`src/rtl/instr_fetch_unit_if.sv`:
```
// ---------------------------------------------------------------------------
// instr_fetch_unit_if
// Instruction-memory request/response bus between the fetch unit and the
// instruction memory.
//
// Signals:
//   imem_req    fetch request (driven by the fetch unit, registered there)
//   imem_addr   fetch address (always equals the fetch unit's pc)
//   imem_rdata  instruction word, valid while imem_ready=1
//   imem_ready  memory completes the outstanding request this cycle
//
// Modports:
//   master  fetch-unit side
//   slave   memory side
// ---------------------------------------------------------------------------
interface instr_fetch_unit_if;
    logic        imem_req;
    logic [31:0] imem_addr;
    logic [31:0] imem_rdata;
    logic        imem_ready;

    modport master (
        output imem_req,
        output imem_addr,
        input  imem_rdata,
        input  imem_ready
    );

    modport slave (
        input  imem_req,
        input  imem_addr,
        output imem_rdata,
        output imem_ready
    );
endinterface

```
`src/rtl/instr_fetch_unit.sv`:
```
// ---------------------------------------------------------------------------
// instr_fetch_unit
// Multi-cycle fetch stage. Holds the PC, fetches one instruction at a time
// over a ready-based variable-latency memory handshake, issues it to the
// decoder / sign extension, and computes the next PC from pc_src/imm_ext.
// A fetch that waits too long raises a sticky error and parks the unit in
// ERROR until reset.
//
// Parameters:
//   RESET_PC      PC loaded on reset
//   IMEM_TIMEOUT  max FETCH wait cycles before error (0 = no timeout)
//
// Optional build macro:
//   MISALIGN_TRAP_EN  defined: a misaligned next-PC traps into ERROR.
//                     undefined: the next-PC low two bits are cleared.
//
// Ports:
//   i_clk          rising-edge clock
//   i_rst_n        synchronous active-low reset
//   i_stall        downstream hold while an instruction is issued
//   i_pc_src       1: next pc = pc + imm_ext, 0: next pc = pc + 4
//   i_imm_ext      immediate of the issued instruction (two's complement)
//   imem           instruction-memory bus (master side)
//   o_instr        issued instruction word
//   o_pc           address of o_instr
//   o_pc_plus4     pc + 4 for link-register writes
//   o_instr_valid  o_instr / o_pc valid for execution
//   o_fetch_err    sticky fault flag
// ---------------------------------------------------------------------------
module instr_fetch_unit #(
    parameter logic [31:0] RESET_PC     = 32'h0000_0000,
    parameter int unsigned IMEM_TIMEOUT = 255
) (
    input  logic                       i_clk,
    input  logic                       i_rst_n,
    input  logic                       i_stall,
    input  logic                       i_pc_src,
    input  logic signed [31:0]         i_imm_ext,
    instr_fetch_unit_if.master         imem,
    output logic [31:0]                o_instr,
    output logic [31:0]                o_pc,
    output logic [31:0]                o_pc_plus4,
    output logic                       o_instr_valid,
    output logic                       o_fetch_err
);

    localparam logic [31:0] NOP_INSTR    = 32'h0000_0013;
    localparam bit          TIMEOUT_EN   = (IMEM_TIMEOUT != 0);
    localparam logic [31:0] TIMEOUT_LAST = TIMEOUT_EN ? 32'(IMEM_TIMEOUT - 1) : 32'd0;

    typedef enum logic [1:0] {
        S_BOOT  = 2'd0,
        S_FETCH = 2'd1,
        S_ISSUE = 2'd2,
        S_ERROR = 2'd3
    } state_t;

    state_t      r_state;
    state_t      w_state_nxt;
    logic [31:0] r_pc;
    logic [31:0] w_pc_nxt;
    logic [31:0] r_instr;
    logic [31:0] w_instr_nxt;
    logic        r_valid;
    logic        w_valid_nxt;
    logic        r_req;
    logic        w_req_nxt;
    logic        r_err;
    logic        w_err_nxt;
    logic [31:0] r_cnt;
    logic [31:0] w_cnt_nxt;
    logic [31:0] w_target;

    // Modulo-2^32 addition; a negative immediate wraps the PC backwards.
    assign w_target = i_pc_src ? (r_pc + 32'(i_imm_ext)) : (r_pc + 32'd4);

    // ------------------------------------------------------------------
    // Next-state / next-output logic
    // ------------------------------------------------------------------
    always_comb begin
        w_state_nxt = r_state;
        w_pc_nxt    = r_pc;
        w_instr_nxt = r_instr;
        w_valid_nxt = r_valid;
        w_req_nxt   = r_req;
        w_err_nxt   = r_err;
        w_cnt_nxt   = r_cnt;

        case (r_state)
            S_BOOT: begin
                w_req_nxt   = 1'b1;
                w_state_nxt = S_FETCH;
            end

            S_FETCH: begin
                // A response in the last allowed wait cycle still wins
                // over the timeout.
                if (imem.imem_ready) begin
                    w_instr_nxt = imem.imem_rdata;
                    w_valid_nxt = 1'b1;
                    w_req_nxt   = 1'b0;
                    w_cnt_nxt   = 32'd0;
                    w_state_nxt = S_ISSUE;
                end else if (TIMEOUT_EN && (r_cnt == TIMEOUT_LAST)) begin
                    w_err_nxt   = 1'b1;
                    w_req_nxt   = 1'b0;
                    w_cnt_nxt   = 32'd0;
                    w_state_nxt = S_ERROR;
                end else begin
                    w_cnt_nxt   = r_cnt + 32'd1;
                end
            end

            S_ISSUE: begin
                // pc_src / imm_ext only matter on the cycle the stall lifts.
                if (!i_stall) begin
                    w_valid_nxt = 1'b0;
`ifdef MISALIGN_TRAP_EN
                    w_pc_nxt = w_target;
                    if (w_target[1:0] != 2'b00) begin
                        w_err_nxt   = 1'b1;
                        w_req_nxt   = 1'b0;
                        w_state_nxt = S_ERROR;
                    end else begin
                        w_req_nxt   = 1'b1;
                        w_state_nxt = S_FETCH;
                    end
`else
                    w_pc_nxt    = w_target & ~32'd3;
                    w_req_nxt   = 1'b1;
                    w_state_nxt = S_FETCH;
`endif
                end
            end

            S_ERROR: begin
                w_req_nxt   = 1'b0;
                w_valid_nxt = 1'b0;
            end

            default: begin
                w_state_nxt = S_BOOT;
            end
        endcase
    end

    // ------------------------------------------------------------------
    // State register
    // ------------------------------------------------------------------
    always_ff @(posedge i_clk) begin
        if (!i_rst_n) begin
            r_state <= S_BOOT;
        end else begin
            r_state <= w_state_nxt;
        end
    end

    // ------------------------------------------------------------------
    // Datapath / output registers
    // ------------------------------------------------------------------
    always_ff @(posedge i_clk) begin
        if (!i_rst_n) begin
            r_pc    <= RESET_PC;
            r_instr <= NOP_INSTR;
            r_valid <= 1'b0;
            r_req   <= 1'b0;
            r_err   <= 1'b0;
            r_cnt   <= 32'd0;
        end else begin
            r_pc    <= w_pc_nxt;
            r_instr <= w_instr_nxt;
            r_valid <= w_valid_nxt;
            r_req   <= w_req_nxt;
            r_err   <= w_err_nxt;
            r_cnt   <= w_cnt_nxt;
        end
    end

    assign imem.imem_req   = r_req;
    assign imem.imem_addr  = r_pc;
    assign o_instr         = r_instr;
    assign o_pc            = r_pc;
    assign o_pc_plus4      = r_pc + 32'd4;
    assign o_instr_valid   = r_valid;
    assign o_fetch_err     = r_err;

endmodule

```
`src/flat_wrapper.sv`:
```
// flat-port wrapper written by rule: the top's interface ports become plain ports
module instr_fetch_unit_flat 
#(
    parameter logic [31:0] RESET_PC     = 32'h0000_0000,
    parameter int unsigned IMEM_TIMEOUT = 255
)
  (i_clk, i_rst_n, i_stall, i_pc_src, i_imm_ext, o_instr, o_pc, o_pc_plus4, o_instr_valid, o_fetch_err, imem_imem_req, imem_imem_addr, imem_imem_rdata, imem_imem_ready);
  instr_fetch_unit_if imem_i ();
  input  logic i_clk;
  input  logic i_rst_n;
  input  logic i_stall;
  input  logic i_pc_src;
  input  logic signed [31:0] i_imm_ext;
  output logic [31:0] o_instr;
  output logic [31:0] o_pc;
  output logic [31:0] o_pc_plus4;
  output logic o_instr_valid;
  output logic o_fetch_err;
  output wire logic [$bits(imem_i.imem_req)-1:0] imem_imem_req;
  output wire logic [$bits(imem_i.imem_addr)-1:0] imem_imem_addr;
  input wire logic [$bits(imem_i.imem_rdata)-1:0] imem_imem_rdata;
  input wire logic [$bits(imem_i.imem_ready)-1:0] imem_imem_ready;
  assign imem_imem_req = imem_i.imem_req;
  assign imem_imem_addr = imem_i.imem_addr;
  assign imem_i.imem_rdata = imem_imem_rdata;
  assign imem_i.imem_ready = imem_imem_ready;
  instr_fetch_unit #(.RESET_PC(RESET_PC), .IMEM_TIMEOUT(IMEM_TIMEOUT)) u_core (.i_clk(i_clk), .i_rst_n(i_rst_n), .i_stall(i_stall), .i_pc_src(i_pc_src), .i_imm_ext(i_imm_ext), .imem(imem_i), .o_instr(o_instr), .o_pc(o_pc), .o_pc_plus4(o_pc_plus4), .o_instr_valid(o_instr_valid), .o_fetch_err(o_fetch_err));
endmodule
```
`config.mk`:
```
export PLATFORM = sky130hd
export DESIGN_NAME = instr_fetch_unit_flat
export DESIGN_NICKNAME = d
export VERILOG_FILES = /design/src/rtl/instr_fetch_unit_if.sv /design/src/rtl/instr_fetch_unit.sv /design/src/flat_wrapper.sv
export SDC_FILE = /design/constraint.sdc
export NUM_CORES = 1
export LEC_CHECK = 0
export BUFFER_PORTS_ARGS = -buffer_cell sky130_fd_sc_hd__buf_2
export CAP_MARGIN = 0
export CORE_UTILIZATION = 53
export CTS_CLUSTER_SIZE = 12
export DETAILED_ROUTE_END_ITERATION = 6
export PLACE_DENSITY = 0.81
export SYNTH_ARGS = -nofsm -noshare
export SYNTH_HDL_FRONTEND = slang
export SYNTH_SLANG_ARGS = --single-unit
```
`constraint.sdc`:
```
create_clock -name i_clk -period 4.56 [get_ports i_clk]
set_input_delay 1.368 -clock i_clk [delete_from_list [all_inputs] [get_ports i_clk]]
set_output_delay 1.368 -clock i_clk [all_outputs]
set_load 0.1 [all_outputs]
```
; ---- After elaboration in Yosys (flattened, before gate mapping)
; Index checks and enable logic that the tools add are counted.
[classes]
mux = 14
bitwise_logic = 2
reduce_logical = 9
add_sub_neg = 3
eq_ne = 7
[ops]
columns = op, n
row1 = 32-bit two-way mux, 3
row2 = "32-bit by 1-bit adder with 32-bit output, second input constant", 1
row3 = "32-bit by 3-bit adder with 32-bit output, second input constant", 1
row4 = 32-bit adder, 1
row5 = "32-bit by 8-bit == test with 1-bit output, second input constant", 1
row6 = 3-bit AND reduction, 3
row7 = 2-bit two-way mux, 3
row8 = 2-bit case mux with 3 select lines, 1
row9 = 2-bit AND reduction, 3
row10 = 3-bit nonzero test, 2
row11 = 1-bit two-way mux, 5
row12 = "2-bit == test, second input constant", 2
row13 = "2-bit != test, second input constant", 2
row14 = 1-bit case mux with 4 select lines, 1
row15 = "3-bit by 2-bit != test with 1-bit output, second input constant", 1
row16 = 1-bit case mux with 3 select lines, 1
row17 = "2-bit by 1-bit == test with 1-bit output, second input constant", 1
row18 = 2-bit zero test, 1
row19 = 1-bit NOT, 2
[totals]
reg_bits = 99
word_cells = 42
input_bits = 69
out_inout_bits = 131

; ---- Depth between registers and ports, before layout
[depth]
word_depth = 4
mapped_depth = 11
mapped_depth_nobuf = 10

; ---- Worst setup path before layout
; No wires, ideal clock.
[synth_path]
path_type = register -> output
from = reg u_core.r_pc[3] (netlist: u_core.imem.imem_addr[3])
to = out o_pc_plus4[14]
n_path_buf = 0
arrival_time_ps = 3944
path_slack_ps = -752
stages_incl_launch_ff = 7
required_ps = 3192
cell_sequence = dfxtp_1 ha_1 and3_1 nand3_1 nor2_1 nand3_1 xnor2_1
[synth_via]
elab_chain_len = 1
[synth_lines]
columns = element, line
row1 = "start, declared", instr_fetch_unit.sv:60  ; logic [31:0] r_pc;
row2 = "start signal, assigned", instr_fetch_unit.sv:170  ; r_pc <= w_pc_nxt;
row3 = 32-bit by 3-bit adder with 32-bit output, instr_fetch_unit.sv:183  ; assign o_pc_plus4 = r_pc + 32'd4;
row4 = "end, declared", flat_wrapper.sv:16  ; output logic [31:0] o_pc_plus4;
; No other way between the ends.

; ---- Worst setup path in the final report
[layout_path]
from = reg u_core.r_pc[3] (netlist: u_core.imem.imem_addr[3])
to = out o_pc_plus4[20]
; The elaborated chain is that of the path after synthesis.

==> impl_metrics.json <==
{
  "status": "complete, no violations",
  "drt_iter0_drc": 629,
  "drive_gt1_share_pct": 24.9,
  "r2r_cells": 10,
  "dieHeight_um": 117,
  "critPathMaxFanout": 8,
  "r2r-start": "u_core.imem.imem_addr[2]$_SDFFE_PN0P_",
  "slew_headroom_pct": 22.5,
  "cp-end-kind": "primary output",
  "async_reset_ff_share_pct": 0,
  "track_usage_pct": 28.0,
  "met2_length_um": 8810,
  "reg2reg_slack_ns": 1.47,
  "setup_violations": 0,
  "cts_buffers": 9,
  "antenna_cells": 0,
  "vias_per_cell": 5.92,
  "hold_path_depth": 2,
  "wl_met3_um": 1610,
  "maxSlewViolCount": 0,
  "yosysMostFrequentCell": "nand2_1",
  "pin_count": 200,
  "ys_top_cells_by_count": "137 x nand2_1, 101 x a21oi_1, 99 x dfxtp_1, 80 x nor2_1, 49 x o21ai_0",
  "drcViolationCount": 0,
  "post_drt_wl_per_cell_um": 15.8,
  "grt_pass1_vias": 6307,
  "die_area_um2": 13600,
  "yosys_warnings": 0,
  "cts_tree": "yes",
  "vias": 7394,
  "htreeDepth": 3,
  "synth_edf_count": 0,
  "leakage_nw": 3.83,
  "fin_nets": 1173,
  "final.setup.worst_slack_ns": 0.226,
  "synth_seq_area_share_pct": 28.5,
  "wirelength_met1_um": 8840,
  "netlist_area_um2": 6960,
  "drt-total-wl_um": 19700,
  "cts_hold_buf": 0,
  "rsz0062_at_grt": "no",
  "antenna_left": 0,
  "firstDrtPassIters": 5,
  "synth.area.top_cells": "dfxtp_1 28%, nand2_1 7.4%, a21oi_1 7.3%",
  "finalClockSkew_ns": 0.00956,
  "syn_inst": 938,
  "rows": 41,
  "placed_cell_area_um2": 8020,
  "clk_pin_slew_ns": 0.07,
  "cp.arrival_ns": 2.97,
  "maxCapViolations": 0,
  "grt_max_degree": 56,
  "cts_setup_buffers": 0,
  "design.core.area_um2": 12700,
  "dp_slack_ns": 0.490,
  "overflow": 0,
  "hpwlAfterDp_um": 14100,
  "yosys_most_used_dff": "dfxtp_1",
  "tightest_slew_ns": 1.16,
  "synth_top_area_share_pct": 28.5,
  "fin_crit_sh_pct": 95.0,
  "io_buffers": 191,
  "synth_seq_cells": 99,
  "finalCriticalPeriod_ns": 4.33,
  "grt_pass1_wl_um": 30400,
  "initial_core_util_pct": 54.7,
  "finalHoldWorstSlack_ns": 0.452,
  "hold_viol": 0,
  "avgSynthCellArea_um2": 7.42,
  "final_area_um2": 8330,
  "final_util_pct": 65.5,
  "hold_class": "flop to flop",
  "ir_drop_uv": 180,
  "ctsResizeCount": 0,
  "place.gp.congestion": 0.944,
  "fillCellCount": 1144,
  "clockBufferDepth": 2,
  "antenna_found_initial": 0,
  "ys_types": 76,
  "cts_root_buf": "clkbuf_16",
  "die_w_um": 117,
  "top_layer_used": "met4",
  "worst_setup_path_start_kind": "flop",
  "worstSetupPathType": "flop to primary output",
  "required_ns": 3.19,
  "synth_top_area_cell": "dfxtp_1",
  "area_growth_pct": 19.7,
  "hp-start": "u_core.o_instr[7]$_SDFFE_PN0P_",
  "r2r_end": "u_core.imem.imem_addr[18]$_SDFFE_PN0P_",
  "timing.fmax_mhz": 231,
  "clock-sinks": 99,
  "hold_end": "u_core.o_instr[7]$_SDFFE_PN0P_",
  "power_per_cell_area_nw_per_um2": 282,
  "clock_latency_ns": 0.35
}
==> flip-flops by register name, summed over array words and instances, names as in the netlist <==
register	flops
u_core.r_state	2
u_core.imem.imem_req	1
u_core.o_fetch_err	1
u_core.r_cnt	32
u_core.o_instr_valid	1
u_core.imem.imem_addr	30
u_core.o_instr	32
==> layout by cell type, fill, tap and decap left out, types with 3 or more instances in the layout <==
master | netlist | routed
a311oi_1 | 15 | 15
mux2i_1 | 4 | 4
dfxtp_1 | 99 | 99
xor2_2 | 0 | 4
a21o_1 | 17 | 17
ha_1 | 32 | 32
nor2b_1 | 7 | 7
nor4_1 | 11 | 11
buf_2 | 6 | 191
buf_4 | 37 | 17
nor2_1 | 80 | 80
and4_1 | 7 | 7
nor3_1 | 19 | 18
clkbuf_16 | 0 | 9
and3_1 | 17 | 17
xor2_1 | 19 | 13
nand2_1 | 137 | 137
nand2b_1 | 7 | 7
a211oi_1 | 8 | 8
xnor2_2 | 0 | 11
o211ai_1 | 6 | 6
a41oi_1 | 6 | 6
xnor2_4 | 0 | 5
nand3_1 | 47 | 47
a22oi_1 | 8 | 8
and2_1 | 7 | 7
o31ai_1 | 4 | 4
or4_1 | 3 | 3
conb_1 | 1 | 6
or3_1 | 4 | 4
xnor2_1 | 25 | 9
a21oi_1 | 101 | 101
nor3b_1 | 4 | 4
a31oi_1 | 18 | 18
inv_1 | 14 | 13
nand4_1 | 16 | 16
o211a_1 | 3 | 3
o21ai_0 | 49 | 49
==> layer usage <==
layer	vias to the layer above	global-route usage [%]
met1	3420	38.2
met4	0	10.8
met3	35	5.03
li1	3616	-
met2	323	43.9
met5	-	0
==> worst max-delay path: stages (launching register included) <==
cell and delay (ns):
dfxtp_1 0.49, ha_1 0.28, and3_1 0.27, nand3_1 0.10, buf_4 0.18, nor2_1 0.41, nand2_1 0.24, xnor2_4 0.19
buf_2 0.45
==> final cells by class <==
cell class	instances	area, um^2	share of cell area, %
clock buffer	10	229	2.75
multi-input combinational	738	4680	56.2
tap	172	215	2.58
sequential	99	1980	23.8
timing repair buffer	208	1080	13.0
clock inverter	6	77.6	0.932
inverter	15	56.3	0.676
==> metrics by stage <==
stage | total power [mW] | instances | TNS, ns
global placement | 1.56 | 1232 | 0
global route | 2.44 | 1248 | 0
finish | 2.35 | 1248 | 0
floorplan | 1.46 | 943 | -0.949
detailed placement | 1.57 | 1232 | 0
CTS | 2.36 | 1248 | 0
==> report_power, final <==
part	leakage (nW)	total (mW)	switching (mW)	internal (mW)
combinational	2.88	0.635	0.497	0.137
clock	0.148	0.798	0.360	0.438
sequential	0.803	0.918	0.0282	0.890
total	3.83	2.35	0.886	1.46
==> how the worst max path moves through the flow <==
stage | startpoint | to | cells past startpoint
global route | u_core.imem.imem_addr[3]$_SDFFE_PN0P_ | o_pc_plus4[18] | 7
finish | u_core.imem.imem_addr[3]$_SDFFE_PN0P_ | o_pc_plus4[20] | 8
CTS | u_core.imem.imem_addr[3]$_SDFFE_PN0P_ | o_pc_plus4[20] | 8
floorplan | u_core.imem.imem_addr[3]$_SDFFE_PN0P_ | o_pc_plus4[12] | 5
detailed placement | i_imm_ext[2] | u_core.imem.imem_addr[18]$_SDFFE_PN0P_ | 11
global placement | i_imm_ext[2] | u_core.imem.imem_addr[18]$_SDFFE_PN0P_ | 11
==> kinds of logic (layout without fill, tap and decap cells) <==
kind of cell    count (synthesis)  count (layout)  synth area share (%)
flops                          99              99                  28.5
mux                             6               6                 0.953
xor+xnor                       44              44                  5.54
other cells                     1               6                0.0539
simple gates                  386             386                  27.2
fa+ha+maj                      33              33                  6.04
buf+inv                       106             239                  8.04
compound gates                263             263                  23.6
Power figures use the tool's default switching activity.
